$ cat config.mk
export PLATFORM = sky130hd
export DESIGN_NAME = timepulse_gen
export DESIGN_NICKNAME = d
export VERILOG_FILES = /design/src/rtl/timepulse_gen.sv
export SDC_FILE = /design/constraint.sdc
export NUM_CORES = 1
export LEC_CHECK = 0
export CAP_MARGIN = 20
export CORE_MARGIN = 2
export CORE_UTILIZATION = 42
export DETAILED_ROUTE_END_ITERATION = 10
export GPL_ROUTABILITY_DRIVEN = 0
export GPL_TIMING_DRIVEN = 1
export PLACE_DENSITY_LB_ADDON = 0.25
export SLEW_MARGIN = 20
export SYNTH_ARGS = -nofsm -noshare
export SYNTH_HDL_FRONTEND = slang
export SYNTH_SLANG_ARGS = --single-unit
export TNS_END_PERCENT = 30
$ cat constraint.sdc
create_clock -name CLOCK -period 2 [get_ports CLOCK]
set_input_delay 0.4 -clock CLOCK [delete_from_list [all_inputs] [get_ports CLOCK]]
set_output_delay 0.4 -clock CLOCK [all_outputs]
set_load 0.005 [all_outputs]
$ cat src/rtl/timepulse_gen.sv
// Timepulse generator: twelve time pulses of four phases each form one 48-clock memory cycle.
// Monitor stop/start can park the sequencer between cycles; GOJAM forces a restart at T01.
module timepulse_gen (
    input  logic CLOCK,
    input  logic rst,
    input  logic GOJAM,
    input  logic MSTP,
    input  logic MSTRT,
    output logic T01,
    output logic T02,
    output logic T03,
    output logic T04,
    output logic T05,
    output logic T06,
    output logic T07,
    output logic T08,
    output logic T09,
    output logic T10,
    output logic T11,
    output logic T12,
    output logic T01_,
    output logic T02_,
    output logic T03_,
    output logic T04_,
    output logic T05_,
    output logic T06_,
    output logic T07_,
    output logic T08_,
    output logic T09_,
    output logic T10_,
    output logic T11_,
    output logic T12_,
    output logic PHS2,
    output logic PHS3,
    output logic PHS4,
    output logic PHS2_,
    output logic PHS3_,
    output logic PHS4_,
    output logic MCTEND,
    output logic HALTED
);

    typedef enum logic [1:0] {
        ST_IDLE,
        ST_RUN,
        ST_HOLD
    } state_e;

    localparam logic [3:0] TP_FIRST = 4'd1;
    localparam logic [3:0] TP_LAST  = 4'd12;
    // Phase is stored as ph-1, so 2'd0 is ph 1 and 2'd3 is ph 4.
    localparam logic [1:0] PH_FIRST = 2'd0;
    localparam logic [1:0] PH_LAST  = 2'd3;

    state_e      state_q, state_d;
    logic [3:0]  tp_q, tp_d;
    logic [1:0]  ph_q, ph_d;
    logic        mstrt_q, mstrt_prev_q;
    logic        mstrt_rise;

    logic [12:1] t_q, t_d;
    logic [4:2]  phs_q, phs_d;
    logic        mctend_q, mctend_d;
    logic        halted_q, halted_d;

    assign mstrt_rise = mstrt_q & ~mstrt_prev_q;

    always_comb begin
        // NOTE: every always_comb output gets a default first, so no path can infer a latch.
        state_d = state_q;
        tp_d    = tp_q;
        ph_d    = ph_q;
        if (GOJAM) begin
            state_d = ST_RUN;
            tp_d    = TP_FIRST;
            ph_d    = PH_FIRST;
        end else begin
            case (state_q)
                ST_IDLE: begin
                    state_d = ST_RUN;
                    tp_d    = TP_FIRST;
                    ph_d    = PH_FIRST;
                end
                ST_RUN: begin
                    if (ph_q != PH_LAST) begin
                        ph_d = ph_q + 2'd1;
                    end else if (tp_q != TP_LAST) begin
                        tp_d = tp_q + 4'd1;
                        ph_d = PH_FIRST;
                    end else if (MSTP) begin
                        // MSTP only matters here, so a mid-cycle stop always finishes the cycle.
                        state_d = ST_HOLD;
                    end else begin
                        tp_d = TP_FIRST;
                        ph_d = PH_FIRST;
                    end
                end
                ST_HOLD: begin
                    if (mstrt_rise || !MSTP) begin
                        state_d = ST_RUN;
                        tp_d    = TP_FIRST;
                        ph_d    = PH_FIRST;
                    end
                end
                default: state_d = ST_IDLE;
            endcase
        end
    end

    // Outputs are decoded from the next state and registered, so every pin is a flop (or its inverse).
    always_comb begin
        t_d      = '0;
        phs_d    = '0;
        halted_d = (state_d == ST_HOLD);
        if (state_d == ST_RUN) begin
            for (int i = 1; i <= 12; i++) begin
                t_d[i] = (tp_d == 4'(i));
            end
            case (ph_d)
                2'd1:    phs_d[2] = 1'b1;
                2'd2:    phs_d[3] = 1'b1;
                2'd3:    phs_d[4] = 1'b1;
                default: phs_d    = '0;
            endcase
        end
        mctend_d = t_d[12] & phs_d[4];
    end

    // NOTE: sequential state uses non-blocking assignments only, and every flop here is reset
    // asynchronously so the outputs drop the instant rst rises, without waiting for a clock.
    always_ff @(posedge CLOCK or posedge rst) begin
        if (rst) begin
            state_q      <= ST_IDLE;
            tp_q         <= TP_FIRST;
            ph_q         <= PH_FIRST;
            mstrt_q      <= 1'b0;
            mstrt_prev_q <= 1'b0;
            t_q          <= '0;
            phs_q        <= '0;
            mctend_q     <= 1'b0;
            halted_q     <= 1'b0;
        end else begin
            state_q      <= state_d;
            tp_q         <= tp_d;
            ph_q         <= ph_d;
            mstrt_q      <= MSTRT;
            mstrt_prev_q <= mstrt_q;
            t_q          <= t_d;
            phs_q        <= phs_d;
            mctend_q     <= mctend_d;
            halted_q     <= halted_d;
        end
    end

    assign T01 = t_q[1];
    assign T02 = t_q[2];
    assign T03 = t_q[3];
    assign T04 = t_q[4];
    assign T05 = t_q[5];
    assign T06 = t_q[6];
    assign T07 = t_q[7];
    assign T08 = t_q[8];
    assign T09 = t_q[9];
    assign T10 = t_q[10];
    assign T11 = t_q[11];
    assign T12 = t_q[12];

    assign T01_ = ~t_q[1];
    assign T02_ = ~t_q[2];
    assign T03_ = ~t_q[3];
    assign T04_ = ~t_q[4];
    assign T05_ = ~t_q[5];
    assign T06_ = ~t_q[6];
    assign T07_ = ~t_q[7];
    assign T08_ = ~t_q[8];
    assign T09_ = ~t_q[9];
    assign T10_ = ~t_q[10];
    assign T11_ = ~t_q[11];
    assign T12_ = ~t_q[12];

    assign PHS2   = phs_q[2];
    assign PHS3   = phs_q[3];
    assign PHS4   = phs_q[4];
    assign PHS2_  = ~phs_q[2];
    assign PHS3_  = ~phs_q[3];
    assign PHS4_  = ~phs_q[4];
    assign MCTEND = mctend_q;
    assign HALTED = halted_q;

    a_run_onehot : assert property (@(posedge CLOCK) disable iff (rst)
        (state_q == ST_RUN) |-> $onehot(t_q));
    a_parked_quiet : assert property (@(posedge CLOCK) disable iff (rst)
        (state_q != ST_RUN) |-> (t_q == '0 && phs_q == '0 && !mctend_q));

endmodule

==> results of run 1 <==
## power groups by stage
stage / combinational [uW] / sequential (uW) / clock (uW)
5_1_grt: 243 / 580 / 266
6_report: 223 / 578 / 238
2_1_floorplan: 88.9 / 590 / 0
3_3_place_gp: 188 / 587 / 0
3_5_place_dp: 195 / 587 / 0
4_1_cts: 204 / 578 / 245
## critical path, delay by kind of cell (launching register included)
kind / cells / cell delay, ns
AND/OR/NAND/NOR: 1 / 0.19
buffers and inverters: 3 / 0.39
AO/OA/AOI/OAI: 4 / 0.54
flip-flops: 1 / 0.58
adder cells (fa/ha/maj): 1 / 0.20
## logic make-up (layout without fill, tap and decap cells)
| family | after synthesis | count (layout) | share of synthesized area |
|---|---|---|---|
| adders and majority gates | 3 | 3 | 0.0286 |
| muxes | 2 | 2 | 0.0162 |
| DFF | 27 | 27 | 0.516 |
| AOI/OAI and AO/OA | 24 | 24 | 0.139 |
| and+or+nand+nor | 52 | 52 | 0.231 |
| buffers and inverters | 24 | 85 | 0.0696 |
## area by class of cell
type | count | share of cell area
timing repair buffer | 59 | 0.270
inverter | 22 | 0.0416
clock buffer | 3 | 0.0113
clock inverter | 1 | 0.00252
tap | 33 | 0.0208
multi-input combinational | 81 | 0.313
sequential | 27 | 0.341
## per-stage QoR
step / setup TNS (ns) / area, um2 / instances / hold WS (ns)
finish: 0 / 1990 / 226 / 0.393
global placement: -1.27 / 1870 / 221 / 0.359
floorplan: -0.00829 / 1310 / 132 / 0.347
detailed placement: -1.40 / 1870 / 221 / 0.356
global route: -0.267 / 1990 / 226 / 0.409
CTS: 0 / 1910 / 226 / 0.394
## state kept, by name, summed over array words and instances, names as in the netlist
register,cells
mstrt_prev_q,1
ph_q,2
HALTED,1
mstrt_q,1
tp_q,4
t_q,12
state_q,2
phs_q,3
MCTEND,1
## synthesized netlist by cell type
master,count
nand4_1,1
nand2_1,10
a31oi_1,2
o2111ai_1,1
nand3_1,2
nor4b_2,1
and2_1,1
and2b_2,1
ha_1,3
a311oi_1,1
mux2_2,1
and3_2,1
or2b_2,2
dfstp_2,1
nand2b_1,1
o31ai_1,2
dfrtp_1,26
a21oi_1,7
nor2_1,11
nor4_1,4
a31o_2,1
and2_4,1
a21o_2,1
nand3_2,1
and4_1,2
or2b_4,1
nor3_1,7
nor4b_1,1
mux2i_1,1
buf_1,1
o32a_1,1
nand3b_1,1
nor3b_1,2
a2111oi_4,1
o21a_1,1
and2_2,1
a2bb2oi_2,1
clkbuf_2,1
inv_1,22
o21ai_0,5
## routing by layer
layer  share of wire  up-vias  wire length [um]  global-route usage
li1                -      576                 -                   -
met5               0        -                 0                   0
met3           0.043       11               147              0.0346
met2            0.53       53              1840               0.354
met4           0.023        0                81              0.0984
met1            0.40      599              1390               0.209
## worst min-delay path by stage
stage,slack [ns],cells after the start,start,end
after floorplan,0.35,0,mstrt_q$_DFF_PP0_,mstrt_prev_q$_DFF_PP0_
after global placement,0.36,0,mstrt_q$_DFF_PP0_,mstrt_prev_q$_DFF_PP0_
after detailed placement,0.36,0,mstrt_q$_DFF_PP0_,mstrt_prev_q$_DFF_PP0_
after CTS,0.39,0,mstrt_q$_DFF_PP0_,mstrt_prev_q$_DFF_PP0_
after global routing,0.41,0,mstrt_q$_DFF_PP0_,mstrt_prev_q$_DFF_PP0_
final,0.39,0,mstrt_q$_DFF_PP0_,mstrt_prev_q$_DFF_PP0_
## what timing repair did
item                                    in CTS  in global routing
endpoints found under the setup margin      12                 14
pin swaps                                    2                  3
hold buffers                                 0                  0
gates resized for setup                      4                 14
setup buffers                                1                  0
==> flow_metrics.tcl, run 1 <==
set metrics [dict create \
    critical_path_arrival_ns 2.23 \
    critPathCaptureType "register" \
    grt_pass1_vias 1207 \
    area_growth_syn_to_layout_pct 51.4 \
    numCtsBuffers 3 \
    clk_path_buf_depth 2 \
    p_sw_uw 283 \
    port_buffers 36 \
    r2r-end "t_q[5]$_DFF_PP0_" \
    clk_pin_slew_ns 0.15 \
    rsz0062_at_grt "yes" \
    antenna_found_initial 0 \
    dp_hpwl_um 2490 \
    combPwrFrac 0.215 \
    crit_end "t_q[5]$_DFF_PP0_" \
    synth.avg_cell_area_um2 9.94 \
    grt_pass1_wl_um 5140 \
    drive_gt1_frac 0.275 \
    initial_core_util 0.437 \
    remaining_drc_errors 0 \
    internal_power_uw 755 \
    syn-num-nets 140 \
    drtIter0Drc 57 \
    crit_required_ns 2.26 \
    ys_seq_elements 27 \
    wl_per_cell_um 15.3 \
    coreArea_um2 3000 \
    crit_type "register to register" \
    wirelength_um 3450 \
    num_rows 20 \
    seqCellArea_um2 677 \
    die_h_um 59.9 \
    die_x_um 59.9 \
    cp-startpoint "tp_q[0]$_DFF_PP1_" \
    clock_sinks 27 \
    cts_tree "done" \
    ys_types 40 \
    die_area_um2 3590 \
    mostFrequentLayoutCells "clkdlybuf4s50_1 (36), dfrtp_1 (26), inv_1 (22), buf_4 (22), nor2_1 (11)" \
    power_uw 1040 \
    drv_cap 0 \
    cellLeakagePower_uw 0.000863 \
    slew_viol_final 0 \
    clock_latency_ns 0.33 \
    grt_max_degree 28 \
    startpoint_type "register" \
    diodes 0 \
    final_core_util 0.662 \
    pwr-share-clk 0.229 \
    hp-class "register to register" \
    final_nets 202 \
    finalSetupViolCount 0 \
    pwr-share-seq 0.557 \
    hold_viol_final 0 \
    synth-seq-area-share 0.516 \
    multi_input_area_um2 622 \
    post-route-period-util 0.985 \
    yosysWarnings 0 \
    via_count 1239 \
    grt_overflow 0 \
    io_pins 37 \
    finClkSkew_ns 0.0115 \
    synth_cells 132 \
    dr.pass1.iters 4 \
    fin_ws_ns 0.0293 \
    max_freq_ghz 0.507 \
    power.density_nw_per_um2 523 \
    relSlewSlack 0.556 \
    min_period_ns 1.97 \
    htreeDepth 1 \
    outcome "complete, no violations" \
    worstPathCellList "inv_1, ha_4, and4_4, o21a_1, buf_4, a21oi_1, o21ai_1, buf_4, a21oi_1" \
    reg2regPathDepth 9 \
    cts_root_buf "clkbuf_4" \
    syn-cell-area_um2 1310 \
    track_usage 0.193 \
    final_common_cell "clkdlybuf4s50_1" \
    worst-path-max-fanout 6 \
    vdd_drop_max_uv 361 \
    dp_slack_ns -0.177 \
    max_stage_delay_ns 0.58 \
    via_per_inst 5.48 \
    switching_share 0.273 \
    regToRegSetupSlack_ns 0.03 \
    r2r_start "tp_q[0]$_DFF_PP1_" \
    yosysTopAreaCell "dfrtp_1" \
    worst_pin_slew_ns 0.659 \
    ant_nets 0 \
    synth_top_area_share 0.496 \
    critPathSlowestCell "dfstp_2" \
    fillers 252 \
    synthTopCellsByArea "dfrtp_1 (50%), inv_1 (6.3%), nor2_1 (3.1%)" \
]
(Power assumes the default switching activity.)
==> run 2, diff against run 1 <==
--- a/config.mk
+++ b/config.mk
@@ -8,11 +8,11 @@
 export CAP_MARGIN = 20
 export CORE_MARGIN = 2
 export CORE_UTILIZATION = 42
+export CTS_CLUSTER_SIZE = 8
 export DETAILED_ROUTE_END_ITERATION = 10
 export GPL_ROUTABILITY_DRIVEN = 0
 export GPL_TIMING_DRIVEN = 1
 export PLACE_DENSITY_LB_ADDON = 0.25
-export SLEW_MARGIN = 20
 export SYNTH_ARGS = -nofsm -noshare
 export SYNTH_HDL_FRONTEND = slang
 export SYNTH_SLANG_ARGS = --single-unit
==> results of run 2 <==
No change in the layout: final DEF, timing and power equal those of run 1.
==> run 3, diff against run 2 <==
--- a/config.mk
+++ b/config.mk
@@ -7,7 +7,7 @@
 export LEC_CHECK = 0
 export CAP_MARGIN = 20
 export CORE_MARGIN = 2
-export CORE_UTILIZATION = 42
+export CORE_UTILIZATION = 47
 export CTS_CLUSTER_SIZE = 8
 export DETAILED_ROUTE_END_ITERATION = 10
 export GPL_ROUTABILITY_DRIVEN = 0
==> constraint.sdc (replaced) <==
create_clock -name CLOCK -period 1.85 [get_ports CLOCK]
set_input_delay 0.37 -clock CLOCK [delete_from_list [all_inputs] [get_ports CLOCK]]
set_output_delay 0.37 -clock CLOCK [all_outputs]
set_load 0.005 [all_outputs]
==> run 3 against run 2 <==
The run now ends with negative setup slack left. Die area fell by 9.9%. Maximum frequency rose by 3.1%. Combinational power is 17% higher. Count of clock-buffer cells in the layout up 1.
==> flow_metrics.tcl, run 3 (same netlist as run 1, synthesis figures left out) <==
set metrics [dict create \
    worst-path-max-fanout 6 \
    slew_viol_final 0 \
    worst_pin_slew_ns 0.688 \
    cts_root_buf "clkbuf_4" \
    die_h_um 56.8 \
    reg.largest.list "t_q: 12 flops, tp_q: 4 flops, phs_q: 3 flops" \
    initial_core_util 0.484 \
    mostFrequentLayoutCells "clkdlybuf4s50_1 (36), dfrtp_1 (26), buf_4 (25)" \
    vdd_drop_max_uv 496 \
    largest-register "t_q" \
    crit_required_ns 2.09 \
    finalInstanceArea_um2 2030 \
    via_count 1248 \
    power.density_nw_per_um2 565 \
    final_common_cell "clkdlybuf4s50_1" \
    drtIter0Drc 37 \
    dr.pass1.iters 4 \
    coreArea_um2 2710 \
    die_area_um2 3230 \
    remaining_drc_errors 0 \
    finalSetupViolCount 8 \
    htreeDepth 1 \
    clk_path_buf_depth 2 \
    via_per_inst 5.50 \
    cts_tree "done" \
    cts_hold_buf 0 \
    final_cells 227 \
    clk_pin_slew_ns 0.15 \
    largest_reg_flops 12 \
    failed_checks "negative setup slack" \
    startpoint_type "register" \
    timing.hold.ws_ns 0.378 \
    port_buffers 36 \
    numCtsBuffers 3 \
    grt_pass1_wl_um 5930 \
    hold_viol_final 0 \
    grt_overflow 0 \
    fin_ws_ns -0.0615 \
    place_area_um2 1910 \
    clock_sinks 27 \
    final_nets 205 \
    track_usage 0.238 \
    crit_type "register to register" \
    drive_gt1_frac 0.342 \
    rsz0062_at_grt "yes" \
    post-route-period-util 1.03 \
    critical_path_arrival_ns 2.15 \
    max_freq_ghz 0.523 \
    dp_slack_ns -0.391 \
    num_rows 19 \
    relSlewSlack 0.537 \
    clock_latency_ns 0.33 \
    ant_nets 0 \
    io_pins 37 \
    antenna_found_initial 0 \
    wirelength_um 3630 \
    die_x_um 56.8 \
    hp-class "input pin to asynchronous set/reset pin" \
    min_period_ns 1.91 \
    grt_max_degree 28 \
    finClkSkew_ns 0.0134 \
    critPathCaptureType "register" \
    tns_ns -0.281 \
    diodes 0 \
    dp_cells 222 \
    outcome "complete, but fails checks" \
    dp_hpwl_um 2620 \
    wl_per_cell_um 16.0 \
    drv_cap 0 \
    area_growth_syn_to_layout_pct 54.8 \
    cellLeakagePower_uw 0.000877 \
    grt_pass1_vias 1317 \
]
-- run 3: path summary, 6_finish.rpt --
| check | start | end | slack (ns) | cells after the start |
|---|---|---|---|---|
| min reg2reg | mstrt_q$_DFF_PP0_ | mstrt_prev_q$_DFF_PP0_ | 0.40 | 0 |
| max reg2reg | tp_q[0]$_DFF_PP1_ | MCTEND$_DFF_PP0_ | -0.06 | 8 |
| max in group asynchronous | rst | tp_q[0]$_DFF_PP1_ | 1.16 | 3 |
| max | tp_q[0]$_DFF_PP1_ | MCTEND$_DFF_PP0_ | -0.06 | 8 |
| min in group CLOCK | mstrt_q$_DFF_PP0_ | mstrt_prev_q$_DFF_PP0_ | 0.40 | 0 |
| min | rst | state_q[0]$_DFF_PP0_ | 0.38 | 3 |
-- run 3: layout make-up --
cell class	instances	area, um2
clock buffers	4	26.3
fillers	196	678
inverters	22	82.6
multi-input cells	81	648
flip-flops and latches	27	677
well taps	31	38.8
repair buffers	62	559
-- run 3: worst max-delay path, cell delays in order (launching register included) --
cell and delay, ns:
dfstp_2 0.58, inv_2 0.06, ha_4 0.17, nand2_2 0.09, mux2i_2 0.09, a2111oi_4 0.36
buf_4 0.19, nand3_2 0.08, nor4b_2 0.22
-- run 3: timing repair --
action	in CTS	in global routing
buffers inserted	1	0
endpoints found under the setup margin	12	15
pin swaps	4	2
resized for setup	18	5
-- run 3: routing by layer --
| layer | global-route usage | vias to the layer above | wire, um |
|---|---|---|---|
| met4 | 0.0897 | 0 | 60 |
| met2 | 0.444 | 54 | 1960 |
| met5 | 0 | - | 0 |
| met1 | 0.263 | 606 | 1440 |
| met3 | 0.0484 | 8 | 172 |
| li1 | - | 580 | - |
-- run 3: report_power, final --
part / leakage (uW) / total (uW) / internal [uW] / switching (uW)
registers: 0.000355 / 626 / 613 / 13.6
logic: 0.000506 / 260 / 133 / 127
clock network: 0.0000150 / 261 / 84.6 / 176
-- run 3: per-stage QoR --
step	power, uW	utilization
6_report	1150	0.750
5_1_grt	1190	0.750
4_1_cts	1140	0.746
3_5_place_dp	862	0.705
3_3_place_gp	850	0.705
2_1_floorplan	740	-
==> RTL change 1: new RTL, flow settings as in run 1 <==
Add an input register stage for `GOJAM`, `MSTP` and `MSTRT`, cleared by the reset; this delays them by one clock. Comments in the files are not updated.
--- a/src/rtl/timepulse_gen.sv
+++ b/src/rtl/timepulse_gen.sv
@@ -54,2 +54,18 @@
 
+    logic GOJAM_q;
+    logic MSTP_q;
+    logic MSTRT_q;
+
+    always_ff @(posedge CLOCK or posedge rst) begin
+        if (rst) begin
+            GOJAM_q <= '0;
+            MSTP_q  <= '0;
+            MSTRT_q <= '0;
+        end else begin
+            GOJAM_q <= GOJAM;
+            MSTP_q  <= MSTP;
+            MSTRT_q <= MSTRT;
+        end
+    end
+
     state_e      state_q, state_d;
@@ -72,3 +88,3 @@
         ph_d    = ph_q;
-        if (GOJAM) begin
+        if (GOJAM_q) begin
             state_d = ST_RUN;
@@ -89,3 +105,3 @@
                         ph_d = PH_FIRST;
-                    end else if (MSTP) begin
+                    end else if (MSTP_q) begin
                         // MSTP only matters here, so a mid-cycle stop always finishes the cycle.
@@ -98,3 +114,3 @@
                 ST_HOLD: begin
-                    if (mstrt_rise || !MSTP) begin
+                    if (mstrt_rise || !MSTP_q) begin
                         state_d = ST_RUN;
@@ -145,3 +161,3 @@
             ph_q         <= ph_d;
-            mstrt_q      <= MSTRT;
+            mstrt_q      <= MSTRT_q;
             mstrt_prev_q <= mstrt_q;
Behaviour: not the same (a bounded check fails within 4 cycles, from zero or initial values and one cycle with rst high).
==> RTL change 1 against run 1 <==
Sequential share of layout area is 5.8 points higher; wire length decreased by 21%; sequential cell count increased by 3; core utilization shrank 4.3 points; non-clock buffer count shrank 16; power up 25%; worst setup slack better by 37 ps; synthesized area rose by 3.1%; design area down 5.0%.
==> RTL change 1: results (changes against run 1) <==
[critical_path]
r2r_cells = 8  ; was 9
crit_path_end = t_q[2]  ; was t_q[5]
r2r_slack_ps = 70  ; was 30 ps
cp.arrival_ps = 2160  ; was 2230 ps

[yosys]
synthTopCellsByCount = 29 x dfrtp_1, 20 x inv_1, 12 x nor2_1  ; was 26 x dfrtp_1, 22 x inv_1, 11 x nor2_1
seq_area_frac_synth = 0.5555  ; was 0.5157
syn_area_per_cell_um2 = 10.10  ; was 9.943 um2
synth_nets = 142  ; was 140
synth_compound_area_frac = 0.1128  ; was 0.1392
synthAdderAreaFrac = 0.02773  ; was 0.02860

[clock_network]
htree_levels = 2  ; was 1
clk_pin_slew_ps = 90  ; was 150 ps
cts_buffers = 5  ; was 3

[min_path]
min_from = MSTRT_q  ; was mstrt_q

[timing]
relSlewSlack = 0.7038  ; was 0.5559
hold_slack_ps = 359.5  ; was 393.5 ps
finalCritPeriodShare = 0.9667  ; was 0.9854

[cells_and_area]
fillers = 275  ; was 252
seq_area_um2 = 752.0  ; was 676.9 um2
drive_gt1_frac = 0.1630  ; was 0.2746
nets = 191  ; was 202

[route]
wl_per_cell_um = 12.00  ; was 15.26 um
drtIter0Drc = 43  ; was 57
drt_first_pass_iters = 5  ; was 4
route.met3.wl_um = 202  ; was 147 um
met1Wirelength_um = 1182  ; was 1385 um
wl_met2_um = 1304  ; was 1835 um
via_count = 1131  ; was 1239

[placed_design]
dp_cells = 215  ; was 221
dp_hpwl_um = 2069  ; was 2487 um

[global_routing]
grt_start_max_net_pins = 31  ; was 28
grt_pass1_wl_um = 4491  ; was 5140 um
gr-usage-met2 = 0.2565  ; was 0.3540
first_global_vias = 1009  ; was 1207
grt_util_met3 = 0.05970  ; was 0.03463

[pwr]
swShare = 0.2612  ; was 0.2727
power_leakage_nw = 0.8274  ; was 0.8631 nW

[status]
status = finished, final reports clean  ; unchanged

-- RTL change 1: layout make-up --
cell class | count | area share
Inverter | 22 | 0.04374
Multi-Input combinational cell | 81 | 0.2783
Timing Repair Buffer | 43 | 0.2187
Clock inverter | 1 | 0.002651
Tap cell | 44 | 0.02916
Clock buffer | 7 | 0.02916
Sequential cell | 30 | 0.3983
-- RTL change 1: power groups by stage --
| stage | clock network, mW | logic (mW) | registers (mW) |
|---|---|---|---|
| 2_1_floorplan | 0 | 0.122 | 0.689 |
| 3_3_place_gp | 0 | 0.247 | 0.692 |
| 3_5_place_dp | 0 | 0.250 | 0.695 |
| 4_1_cts | 0.373 | 0.251 | 0.683 |
| 5_1_grt | 0.407 | 0.284 | 0.689 |
| 6_report | 0.360 | 0.253 | 0.682 |
-- RTL change 1: timing repair --
action	in CTS	in global routing
setup buffers	0	5
setup endpoints to repair	0	12
gates resized for setup	0	3
==> RTL change 2: new RTL, config.mk and constraints of run 1 <==
Made on the original files. Put a register stage on the output `T04_`, without a reset. The value now appears one clock later. The other outputs are not delayed to match.
--- a/src/rtl/timepulse_gen.sv
+++ b/src/rtl/timepulse_gen.sv
@@ -170,3 +170,5 @@
     assign T03_ = ~t_q[3];
-    assign T04_ = ~t_q[4];
+    always_ff @(posedge CLOCK) begin
+        T04_ <= ~t_q[4];
+    end
     assign T05_ = ~t_q[5];
Check against the original RTL: same outputs for any inputs over 10 cycles, from zero or initial values and one cycle with rst high; that may be too few to reach the edited logic, so the function may still have changed.
==> RTL change 2 against run 1 <==
Clock skew is 0.75 ps higher; power is 2.4% higher; synthesized area is 1.5% higher; sequential share of layout area hardly changed; wire length is 3.2% lower; worst setup slack worse by 2.8 ps; count of clock-buffer cells in the layout is 1 higher; sequential cell count is 1 higher; die area is 1.4% higher; design area is 3.0% higher.
==> RTL change 2: results (changes against run 1) <==
[global_routing]
first_global_vias = 1096  ; was 1207
grtUsageTotal = 0.1862  ; was 0.1929
grtUsageMet1 = 0.2341  ; was 0.2086
grt_pass1_wl_um = 4968  ; was 5140 um

[yosys]
synth_nets = 141  ; was 140
ys_types = 41  ; was 40
ys_async_sr_fraction = 0.9643  ; was 1.000
synth_top_cells_by_area = dfrtp_1 49%, inv_1 6.2%, nor2_1 3.1%  ; was dfrtp_1 50%, inv_1 6.3%, nor2_1 3.1%

[cells_and_area]
clkCellAreaFrac = 0.01284  ; was 0.01385
buffer_area_frac = 0.2477  ; was 0.2702
nets = 199  ; was 202
seq_area_um2 = 696.9  ; was 676.9 um2
design.seq.count = 28  ; was 27
multi_input_area_um2 = 678.2  ; was 621.8 um2

[pwr]
peakVddDrop_mv = 0.3579  ; was 0.3609 mV
power_leakage_nw = 0.8730  ; was 0.8631 nW

[placed_design]
dp_slack_ps = -305.2  ; was -176.6 ps

[clock_network]
clk_pin_slew_ps = 130  ; was 150 ps

[route]
route.met3.wl_um = 132  ; was 147 um
met1Wirelength_um = 1330  ; was 1385 um
via_count = 1166  ; was 1239
routed_wl_um = 3337  ; was 3449 um

[timing]
fin_worst_skew_ps = 12.28  ; was 11.52 ps

[status]
status = finished, final reports clean  ; unchanged

[floorplan]
initial_utilization = 0.4401  ; was 0.4371

[RTL change 2: cell count changes in the layout (fill, tap and decap cells not counted), moves of 2 or more]
cell,run 1,this run
buf_4,22,18
inv_1,22,19
inv_2,0,3
nor3_2,0,3
nor3_1,6,4
o21ai_1,2,0
[RTL change 2: repair_timing]
item | in CTS | in global routing
pin swaps | 0 | 5
setup endpoints to repair | 7 | 14
buffers inserted | 0 | 4
gates cloned | 0 | 0
resized for setup | 6 | 24
[RTL change 2: final timing paths]
kind / startpoint / endpoint / slack [ps] / depth (start not counted)
worst max-delay path: tp_q[0] / MCTEND / 30 / 8
worst min-delay path: mstrt_q / mstrt_prev_q / 380 / 0
worst max register to register: tp_q[0] / MCTEND / 30 / 8
worst min register to register: mstrt_q / mstrt_prev_q / 380 / 0
max in group asynchronous: rst / tp_q[0] / 1280 / 3
min in group asynchronous: rst / state_q[0] / 400 / 3
[RTL change 2: metrics by stage]
stage	instances	area, um2
after detailed placement	226	1852
after global placement	226	1852
after floorplan	133	1333
after CTS	230	1901
after global routing	234	2046
final	234	2046
[RTL change 2: logic make-up after synthesis]
| logic type | count (synthesis) | share of synthesized area |
|---|---|---|
| buffers and inverters | 24 | 0.06854 |
| adders and majority gates | 3 | 0.02817 |
| and+or+nand+nor | 52 | 0.2272 |
| DFF | 28 | 0.5230 |
| muxes | 2 | 0.01596 |
| AOI/OAI and AO/OA | 24 | 0.1371 |
[RTL change 2: worst max-delay path, stage by stage, from the launching register on]
cell       delay (ps)
dfstp_2           560
inv_2              50
ha_4              180
nand2_4            80
mux2i_4            80
a2111oi_4         380
buf_6             180
nand3_4            90
nor4b_4           270
